**config.mk**
```make
export PLATFORM = sky130hd
export DESIGN_NAME = conv_writeback
export DESIGN_NICKNAME = d
export VERILOG_FILES = /design/src/rtl/conv_writeback.sv
export SDC_FILE = /design/constraint.sdc
export NUM_CORES = 1
export LEC_CHECK = 0
export ABC_AREA = 1
export CORE_ASPECT_RATIO = 1.25
export CORE_MARGIN = 2
export CORE_UTILIZATION = 55
export CTS_CLUSTER_SIZE = 40
export DETAILED_ROUTE_END_ITERATION = 12
export PLACE_DENSITY = 0.85
export SYNTH_ARGS = -nofsm -noshare
export SYNTH_HDL_FRONTEND = slang
export SYNTH_SLANG_ARGS = --single-unit
```
**constraint.sdc**
```tcl
create_clock -name i_clk -period 3.6 [get_ports i_clk]
set_input_delay 0.72 -clock i_clk [delete_from_list [all_inputs] [get_ports i_clk]]
set_output_delay 0.72 -clock i_clk [all_outputs]
set_load 0.005 [all_outputs]
```
**src/rtl/conv_writeback.sv**
```systemverilog
// Result writeback for the 3x3 convolution engine: requantises each result pair,
// buffers it in a small FIFO and serialises the two SRAM writes under back-pressure.
// Optional build macro CONV_WB_RELU_EN: treat sums as signed and clamp negatives to zero.
module conv_writeback #(
  parameter int ACC_W      = 16,
  parameter int ADDR_W     = 10,
  parameter int FIFO_DEPTH = 4
) (
  input  logic              i_clk,
  input  logic              i_rst_n,
  input  logic              i_valid,
  input  logic [ACC_W-1:0]  i_sum1,
  input  logic [ACC_W-1:0]  i_sum2,
  input  logic [ADDR_W-1:0] i_dest_addr1,
  input  logic [ADDR_W-1:0] i_dest_addr2,
  input  logic [3:0]        i_shift,
  output logic              o_ready,
  output logic              o_wr_en,
  output logic [ADDR_W-1:0] o_wr_addr,
  output logic [7:0]        o_wr_data,
  input  logic              i_wr_ready,
  output logic              o_busy,
  output logic              o_overflow,
  output logic [15:0]       o_pair_cnt
);

  localparam int PTR_W = $clog2(FIFO_DEPTH);
  localparam logic [PTR_W:0] CNT_FULL = (PTR_W+1)'(FIFO_DEPTH);
  localparam logic [PTR_W:0] CNT_ONE  = (PTR_W+1)'(1);

  typedef enum logic [1:0] {
    IDLE = 2'd0,
    WR1  = 2'd1,
    WR2  = 2'd2
  } state_t;

  function automatic logic [7:0] requant(input logic [ACC_W-1:0] x, input logic [3:0] sh);
    logic [ACC_W-1:0] y;
`ifdef CONV_WB_RELU_EN
    logic signed [ACC_W-1:0] xs;
    xs = signed'(x);
    if (xs < 0) return 8'd0;
`endif
    y = x >> sh;
    if (y > ACC_W'(255)) return 8'hFF;
    return y[7:0];
  endfunction

  // Pair storage carries no reset; only the pointers and occupancy qualify it.
  logic [7:0]        data1_mem [FIFO_DEPTH];
  logic [7:0]        data2_mem [FIFO_DEPTH];
  logic [ADDR_W-1:0] addr1_mem [FIFO_DEPTH];
  logic [ADDR_W-1:0] addr2_mem [FIFO_DEPTH];

  logic [PTR_W-1:0]  wr_ptr_q, rd_ptr_q, rd_nxt;
  logic [PTR_W:0]    count_q, count_d;
  logic              ready_q, ready_d;
  logic              overflow_q;
  state_t            state_q;
  logic              wr_en_q;
  logic [ADDR_W-1:0] wr_addr_q;
  logic [7:0]        wr_data_q;
  logic [15:0]       pair_cnt_q;

  logic              push, pop;
  logic [7:0]        q1, q2;
  logic              nxt_avail;
  logic [ADDR_W-1:0] nxt_addr1;
  logic [7:0]        nxt_data1;

  assign q1   = requant(i_sum1, i_shift);
  assign q2   = requant(i_sum2, i_shift);
  assign push = i_valid & ready_q;
  assign pop  = (state_q == WR2) & i_wr_ready;

  always_comb begin
    count_d = count_q;
    if (push && !pop)      count_d = count_q + 1'b1;
    else if (pop && !push) count_d = count_q - 1'b1;
    ready_d = (count_d != CNT_FULL);
  end

  // Next pair after the head retires: from storage, or bypassed from a same-edge push.
  always_comb begin
    rd_nxt    = rd_ptr_q + 1'b1;
    nxt_avail = (count_q > CNT_ONE) | push;
    nxt_addr1 = i_dest_addr1;
    nxt_data1 = q1;
    if (count_q > CNT_ONE) begin
      nxt_addr1 = addr1_mem[rd_nxt];
      nxt_data1 = data1_mem[rd_nxt];
    end
  end

  always_ff @(posedge i_clk) begin
    if (push) begin
      data1_mem[wr_ptr_q] <= q1;
      data2_mem[wr_ptr_q] <= q2;
      addr1_mem[wr_ptr_q] <= i_dest_addr1;
      addr2_mem[wr_ptr_q] <= i_dest_addr2;
    end
  end

  always_ff @(posedge i_clk or negedge i_rst_n) begin
    if (!i_rst_n) begin
      wr_ptr_q   <= '0;
      rd_ptr_q   <= '0;
      count_q    <= '0;
      ready_q    <= 1'b1;
      overflow_q <= 1'b0;
    end else begin
      if (push) wr_ptr_q <= wr_ptr_q + 1'b1;
      if (pop)  rd_ptr_q <= rd_ptr_q + 1'b1;
      count_q <= count_d;
      ready_q <= ready_d;
      if (i_valid && !ready_q) overflow_q <= 1'b1;
    end
  end

  // Write sequencer: outputs only change on acceptance, so they hold under back-pressure.
  always_ff @(posedge i_clk or negedge i_rst_n) begin
    if (!i_rst_n) begin
      state_q    <= IDLE;
      wr_en_q    <= 1'b0;
      wr_addr_q  <= '0;
      wr_data_q  <= '0;
      pair_cnt_q <= '0;
    end else begin
      case (state_q)
        IDLE: begin
          if (count_q != '0) begin
            state_q   <= WR1;
            wr_en_q   <= 1'b1;
            wr_addr_q <= addr1_mem[rd_ptr_q];
            wr_data_q <= data1_mem[rd_ptr_q];
          end
        end
        WR1: begin
          if (i_wr_ready) begin
            state_q   <= WR2;
            wr_addr_q <= addr2_mem[rd_ptr_q];
            wr_data_q <= data2_mem[rd_ptr_q];
          end
        end
        WR2: begin
          if (i_wr_ready) begin
            pair_cnt_q <= pair_cnt_q + 16'd1;
            if (nxt_avail) begin
              state_q   <= WR1;
              wr_addr_q <= nxt_addr1;
              wr_data_q <= nxt_data1;
            end else begin
              state_q   <= IDLE;
              wr_en_q   <= 1'b0;
              wr_addr_q <= '0;
              wr_data_q <= '0;
            end
          end
        end
        default: begin
          state_q <= IDLE;
          wr_en_q <= 1'b0;
        end
      endcase
    end
  end

  assign o_ready    = ready_q;
  assign o_wr_en    = wr_en_q;
  assign o_wr_addr  = wr_addr_q;
  assign o_wr_data  = wr_data_q;
  assign o_busy     = (count_q != '0);
  assign o_overflow = overflow_q;
  assign o_pair_cnt = pair_cnt_q;

endmodule

```
* Word level (Yosys, flattened, before mapping) *
Memories as Yosys holds them, arrays and structs flattened.
Cells that the tools add are included.

storage, ports and cells
  register bits = 46
  memories kept = 4
  bits in writable memories = 144
  output and inout bits = 38
  logic and storage cells = 79

memory list
  memory     depth  width  rd ports  clocked after memory_dff  wr ports  RTL line  source
  addr1_mem  4      10     2         0                         1         52        logic [ADDR_W-1:0] addr1_mem [FIFO_DEPTH];
  addr2_mem  4      10     1         0                         1         53        logic [ADDR_W-1:0] addr2_mem [FIFO_DEPTH];
  data1_mem  4      8      2         0                         1         50        logic [7:0] data1_mem [FIFO_DEPTH];
  data2_mem  4      8      1         0                         1         51        logic [7:0] data2_mem [FIFO_DEPTH];

cells by class
  multiplexer cells = 31
  shift operators = 2
  eq/ne operators = 7
  add/subtract/negate cells = 5
  reductions and logical operators = 13
  magnitude comparators = 3
  bitwise operators = 4

operator list
  kind                                                  number
  two-way mux 8 bit                                     9
  two-way mux 10 bit                                    5
  > comparator 16 x 8 -> 1 bit (second input constant)  2
  right shift 16 x 4 -> 16 bit                          2
  case mux 10 bit (3 select lines)                      1
  case mux 8 bit (3 select lines)                       1
  adder 16 x 1 -> 16 bit (second input constant)        1
  two-way mux 1 bit                                     8
  inequality test 2 bit (second input constant)         4
  AND reduction 4 bit                                   2
  two-way mux 2 bit                                     3
  two-way mux 3 bit                                     2
  case mux 2 bit (3 select lines)                       1
  nonzero test 3 bit                                    2
  adder 2 x 1 -> 2 bit (second input constant)          2
  adder 3 x 1 -> 3 bit (second input constant)          1
  > comparator 3 x 1 -> 1 bit (second input constant)   1
  logical AND 1 bit                                     3
  logical NOT 1 bit                                     3
  inequality test 3 bit (second input constant)         1
  case mux 1 bit (3 select lines)                       1
  AND reduction 3 bit                                   1
  subtractor 3 x 1 -> 3 bit (second input constant)     1
  bitwise AND 1 bit                                     2
  6 further kinds                                       6

* Depth between registers and ports, before layout *
  word-level depth = 8
  gate-level depth with buffers = 16
  gate-level depth less buffers = 13

* Worst setup path after synthesis *
Ideal clock, no wire load.

  path kind = input to register
  from = input port i_valid
  to = memory addr1_mem[0][0], enable pin
  arrival = 2.515 ns
  buffers on the path = 1
  cell stages on the path = 3
  library setup time = 0.429 ns
  path slack = 0.655 ns
  required time = 3.171 ns
  path through = nand2_1 clkbuf_1 nor2_1

between the ends
  cells in the longest elaborated chain, start to end = 3

RTL lines
  what                                     RTL line  source
  from (decl)                              11        input logic i_valid,
  bitwise AND 1 bit                        73        assign push = i_valid & ready_q;
  two-way mux 1 bit                        96        if (push) begin
  two-way mux 1 bit (not written as such)  99        addr1_mem[wr_ptr_q] <= i_dest_addr1;
  to (decl)                                52

No other way between the ends.

* Final worst setup path *
  from = register rd_ptr_q[0]
  to = register wr_addr_q[0] (netlist: o_wr_addr[0])

between the ends
  cells in the longest elaborated chain, start to end = 6
  elaborated cells on any way between the ends = 9

RTL lines
  what                                RTL line  source
  from (decl)                         55        logic [PTR_W-1:0] wr_ptr_q, rd_ptr_q, rd_nxt;
  from (signal assigned)              113       if (pop) rd_ptr_q <= rd_ptr_q + 1'b1;
  adder 2 x 1 -> 2 bit                85        rd_nxt = rd_ptr_q + 1'b1;
  memory (4 x 10 bit)                 -
  two-way mux 10 bit                  89        if (count_q > CNT_ONE) begin
  two-way mux 10 bit                  148       if (nxt_avail) begin
  two-way mux 10 bit                  146       if (i_wr_ready) begin
  case mux 10 bit (3 select lines) *  129       case (state_q)
  to (signal assigned)                134       wr_addr_q <= addr1_mem[rd_ptr_q];
  to (signal assigned)                141       wr_addr_q <= addr2_mem[rd_ptr_q];
  to (signal assigned)                150       wr_addr_q <= nxt_addr1;
  to (decl)                           61        logic [ADDR_W-1:0] wr_addr_q;

Mark *: on every way between the ends. The rest lies on a longest branch, timed or not. The select of a mux whose other input is x is not followed.
A chain may end at the register's enable or synchronous reset.

==> key figures <==
Run status
  – Outcome: complete, no violations

Critical path
  – CP Class: reg2reg
  – WP data required: 3.96 ns
  – Reg-to-Reg End: o_wr_addr[0]$_DFFE_PN0P_
  – Arr. time, crit path: 3.09 ns
  – Slowest CP cell: dfrtp_4
  – CP startpoint kind: flip-flop
  – FF-to-FF Start: rd_ptr_q[0]$_DFFE_PN0P_
  – R2R setup slack: 0.88 ns
  – CP Capture Type: flip-flop
  – Register-to-Register Path Depth: 7
  – CP max stage delay: 0.73 ns
  – Critical Path Fanout Max: 70
  – Worst-path cell chain: nor2_1 -> clkinv_1 -> o22ai_1 -> o21ai_0 -> a21oi_1 -> o221ai_1 -> nand2_1

Yosys
  – Syn nets: 1202
  – Leading post-synthesis cells by cell area: edfxtp_1, dfrtp_1, nand2_1, nand3_1, o21ai_0
  – Ys flop type: edfxtp_1
  – Synth warn: 0
  – Synth top cells by count: nand2_1, edfxtp_1, nand3_1
  – FFs w/ async S/R, synth: 24.2%
  – Sequential fraction of the synthesis area: 54.7%
  – Avg Cell Area, Syn: 8.87 um2
  – EDFF count, synth: 144
  – Top cell type's share of synthesized area: 43.2%
  – Most frequent cell after synthesis: nand2_1
  – Post-Syn Area: 0.0100 mm2
  – Yosys cell types: 43
  – Synthesized instance count: 1128
  – Synth area leader: edfxtp_1
  – Synth Register Bits: 190

Floorplanning
  – Die height: 155 um
  – Die area: 0.0193 mm2
  – Initial core utilization: 55.7%
  – Core box area: 0.0180 mm2
  – IO Pins: 98
  – Die Wd: 125 um
  – Rows: 55

Route
  – DR pass1 iterations: 6
  – DRC Markers: 0
  – Post-Route M1 WL: 8640 um
  – Routed Antenna Nets: 0
  – WL final: 23700 um
  – DR WL met2: 12200 um
  – Vias per inst: 5.85
  – Wirelength per Cell: 16.5 um
  – Top Layer Used: met4
  – Metal3 WL: 1950 um
  – DRT iter0 DRCs: 855
  – DR vias: 8398

Timing
  – Minimum clock period: 2.72 ns
  – Setup TNS Final: 0 ns
  – Finish-stage setup viols: 0
  – RSZ-0062 raised after global routing: no
  – Fmax: 367 MHz
  – Fin crit share: 75.6%
  – Fin. Hold Viols: 0
  – Max Slew Vio Count: 0
  – Slew margin rel.: 16.9%
  – Worst-margin pin slew: 1.24 ns
  – Final WS setup: 0.877 ns
  – Final clock skew: 0.0147 ns

Finish
  – # fillers: 1387
  – # diodes: 0
  – Non-filler cells, final: 1436
  – # nets final: 1269
  – Area growth syn-to-layout: 16.8%
  – Layout cells sized above 1: 6.71%

Clock tree
  – TritonCTS clock tree: yes
  – Post-CTS resize count: 0
  – CTS buffer count: 17
  – CTS Root Cell: clkbuf_16
  – Max clock buf depth: 2
  – Hold Buf Count CTS: 0
  – H-tree depth reported by CTS: 4
  – Postcts setup bufs: 0
  – Clk slew on worst S/H paths: 0.08 ns
  – CTS sink cnt: 190
  – Skew-Pair Late Insertion Delay: 0.43 ns

Power
  – Sw Ratio: 40.9%
  – VDD IR max: 0.430 mV
  – Power share of the clock group: 21.0%
  – Combinational power share: 42.3%
  – Flop pwr share: 36.7%
  – Pwr dens: 762 mW/mm2
  – Total internal power: 0.00526 W
  – Net Sw Power: 0.00364 W
  – Leak: 4.79 nW

Global route
  – Initial antenna violation count: 0
  – Total GRT Usage: 24.9%
  – Pin count of the biggest net entering global routing: 77
  – Vias in the first global route: 8137
  – Global-route wire length before repair: 38700 um
  – Grt total ovfl: 0

Place
  – DP Cell Count: 1404
  – GP Congestion: 0.853
  – Number of buffers added on ports: 97
  – Detailed Place HPWL: 15000 um
  – Pre-CTS setup slack: 0.491 ns

Min path
  – Hold Crit Class: in2async

Run
  – Max_cap viols: 0
[critical path, delay by kind of cell, from the launching register on]
family | cells | cell delay [ns]
compound gates | 4 | 0.95
simple gates | 2 | 0.34
flops | 1 | 0.73
buf+inv | 1 | 0.62
[metal layers]
layer / vias up / track usage [%]
li1: 3989 / -
met1: 3882 / 29.2
met2: 443 / 44.7
met3: 84 / 4.19
met4: 0 / 11.4
met5: - / 0
[power groups by stage]
stage	Sequential [W]	Combinational, W	Clock [W]
after CTS	0.00326	0.00371	0.00187
after floorplan	0.00314	0.00252	0
after global routing	0.00332	0.00415	0.00196
final	0.00327	0.00377	0.00187
after detailed placement	0.00330	0.00363	0
after global placement	0.00328	0.00353	0
[per-stage QoR]
stage	area (um2)	util, %	total power [W]	hold slack, ns
final	11700	65.1	0.00891	0.357
after floorplan	10000	-	0.00566	0.424
after CTS	11700	65.1	0.00884	0.391
after global placement	11100	61.8	0.00681	0.456
after global routing	11700	65.1	0.00944	0.419
after detailed placement	11100	61.8	0.00693	0.460
[cell usage in the layout, fill, tap and decap left out, drive strengths merged, types with 3 or more instances in the layout]
| master | instances |
|---|---|
| edfxtp | 144 |
| inv | 105 |
| ha | 14 |
| o22ai | 18 |
| nor2 | 63 |
| nand4 | 11 |
| o21ai | 109 |
| a21oi | 94 |
| o211ai | 16 |
| xnor2 | 4 |
| nand2 | 269 |
| o221ai | 4 |
| clkbuf | 19 |
| a31oi | 3 |
| buf | 20 |
| dfrtp | 45 |
| nor3 | 3 |
| nand3 | 130 |
| clkdlybuf4s50 | 96 |
| clkinv | 6 |
| or2 | 8 |
| xor2 | 14 |
[cell families after synthesis]
kind of cell / after synthesis / share of synthesized area (%)
fa+ha+maj: 14 / 1.75
buf+inv: 169 / 7.10
xor+xnor: 18 / 1.58
simple gates: 486 / 20.7
mux: 3 / 0.313
compound gates: 248 / 13.8
flops: 190 / 54.7
[area by class of cell]
type	count	area, um2	area share, %
Multi-Input combinational cell	769	3850	32.9
Inverter	101	379	3.24
Clock inverter	13	153	1.31
Clock buffer	19	433	3.70
Timing Repair Buffer	116	1110	9.49
Tap cell	228	285	2.44
Sequential cell	190	5480	46.9
[sequential cells by signal, indices dropped and copies added (netlist names)]
register,cells
addr1_mem,40
addr2_mem,40
count_q,3
data1_mem,32
data2_mem,32
o_overflow,1
o_pair_cnt,16
o_ready,1
o_wr_addr,10
o_wr_data,8
o_wr_en,1
rd_ptr_q,2
state_q,2
wr_ptr_q,2
[worst max path at each step]
stage	start	end	slack [ns]	cells past startpoint
floorplan	i_valid	addr1_mem[0][0]$_DFFE_PP_	0.66	3
global placement	i_shift[1]	data1_mem[2][1]$_DFFE_PP_	0.55	7
detailed placement	i_shift[1]	data1_mem[1][1]$_DFFE_PP_	0.49	7
CTS	i_shift[1]	data1_mem[1][1]$_DFFE_PP_	0.93	7
global route	i_shift[1]	data1_mem[3][7]$_DFFE_PP_	0.72	7
finish	rd_ptr_q[0]$_DFFE_PN0P_	o_wr_addr[0]$_DFFE_PN0P_	0.88	7
(Power assumes the default switching activity.)
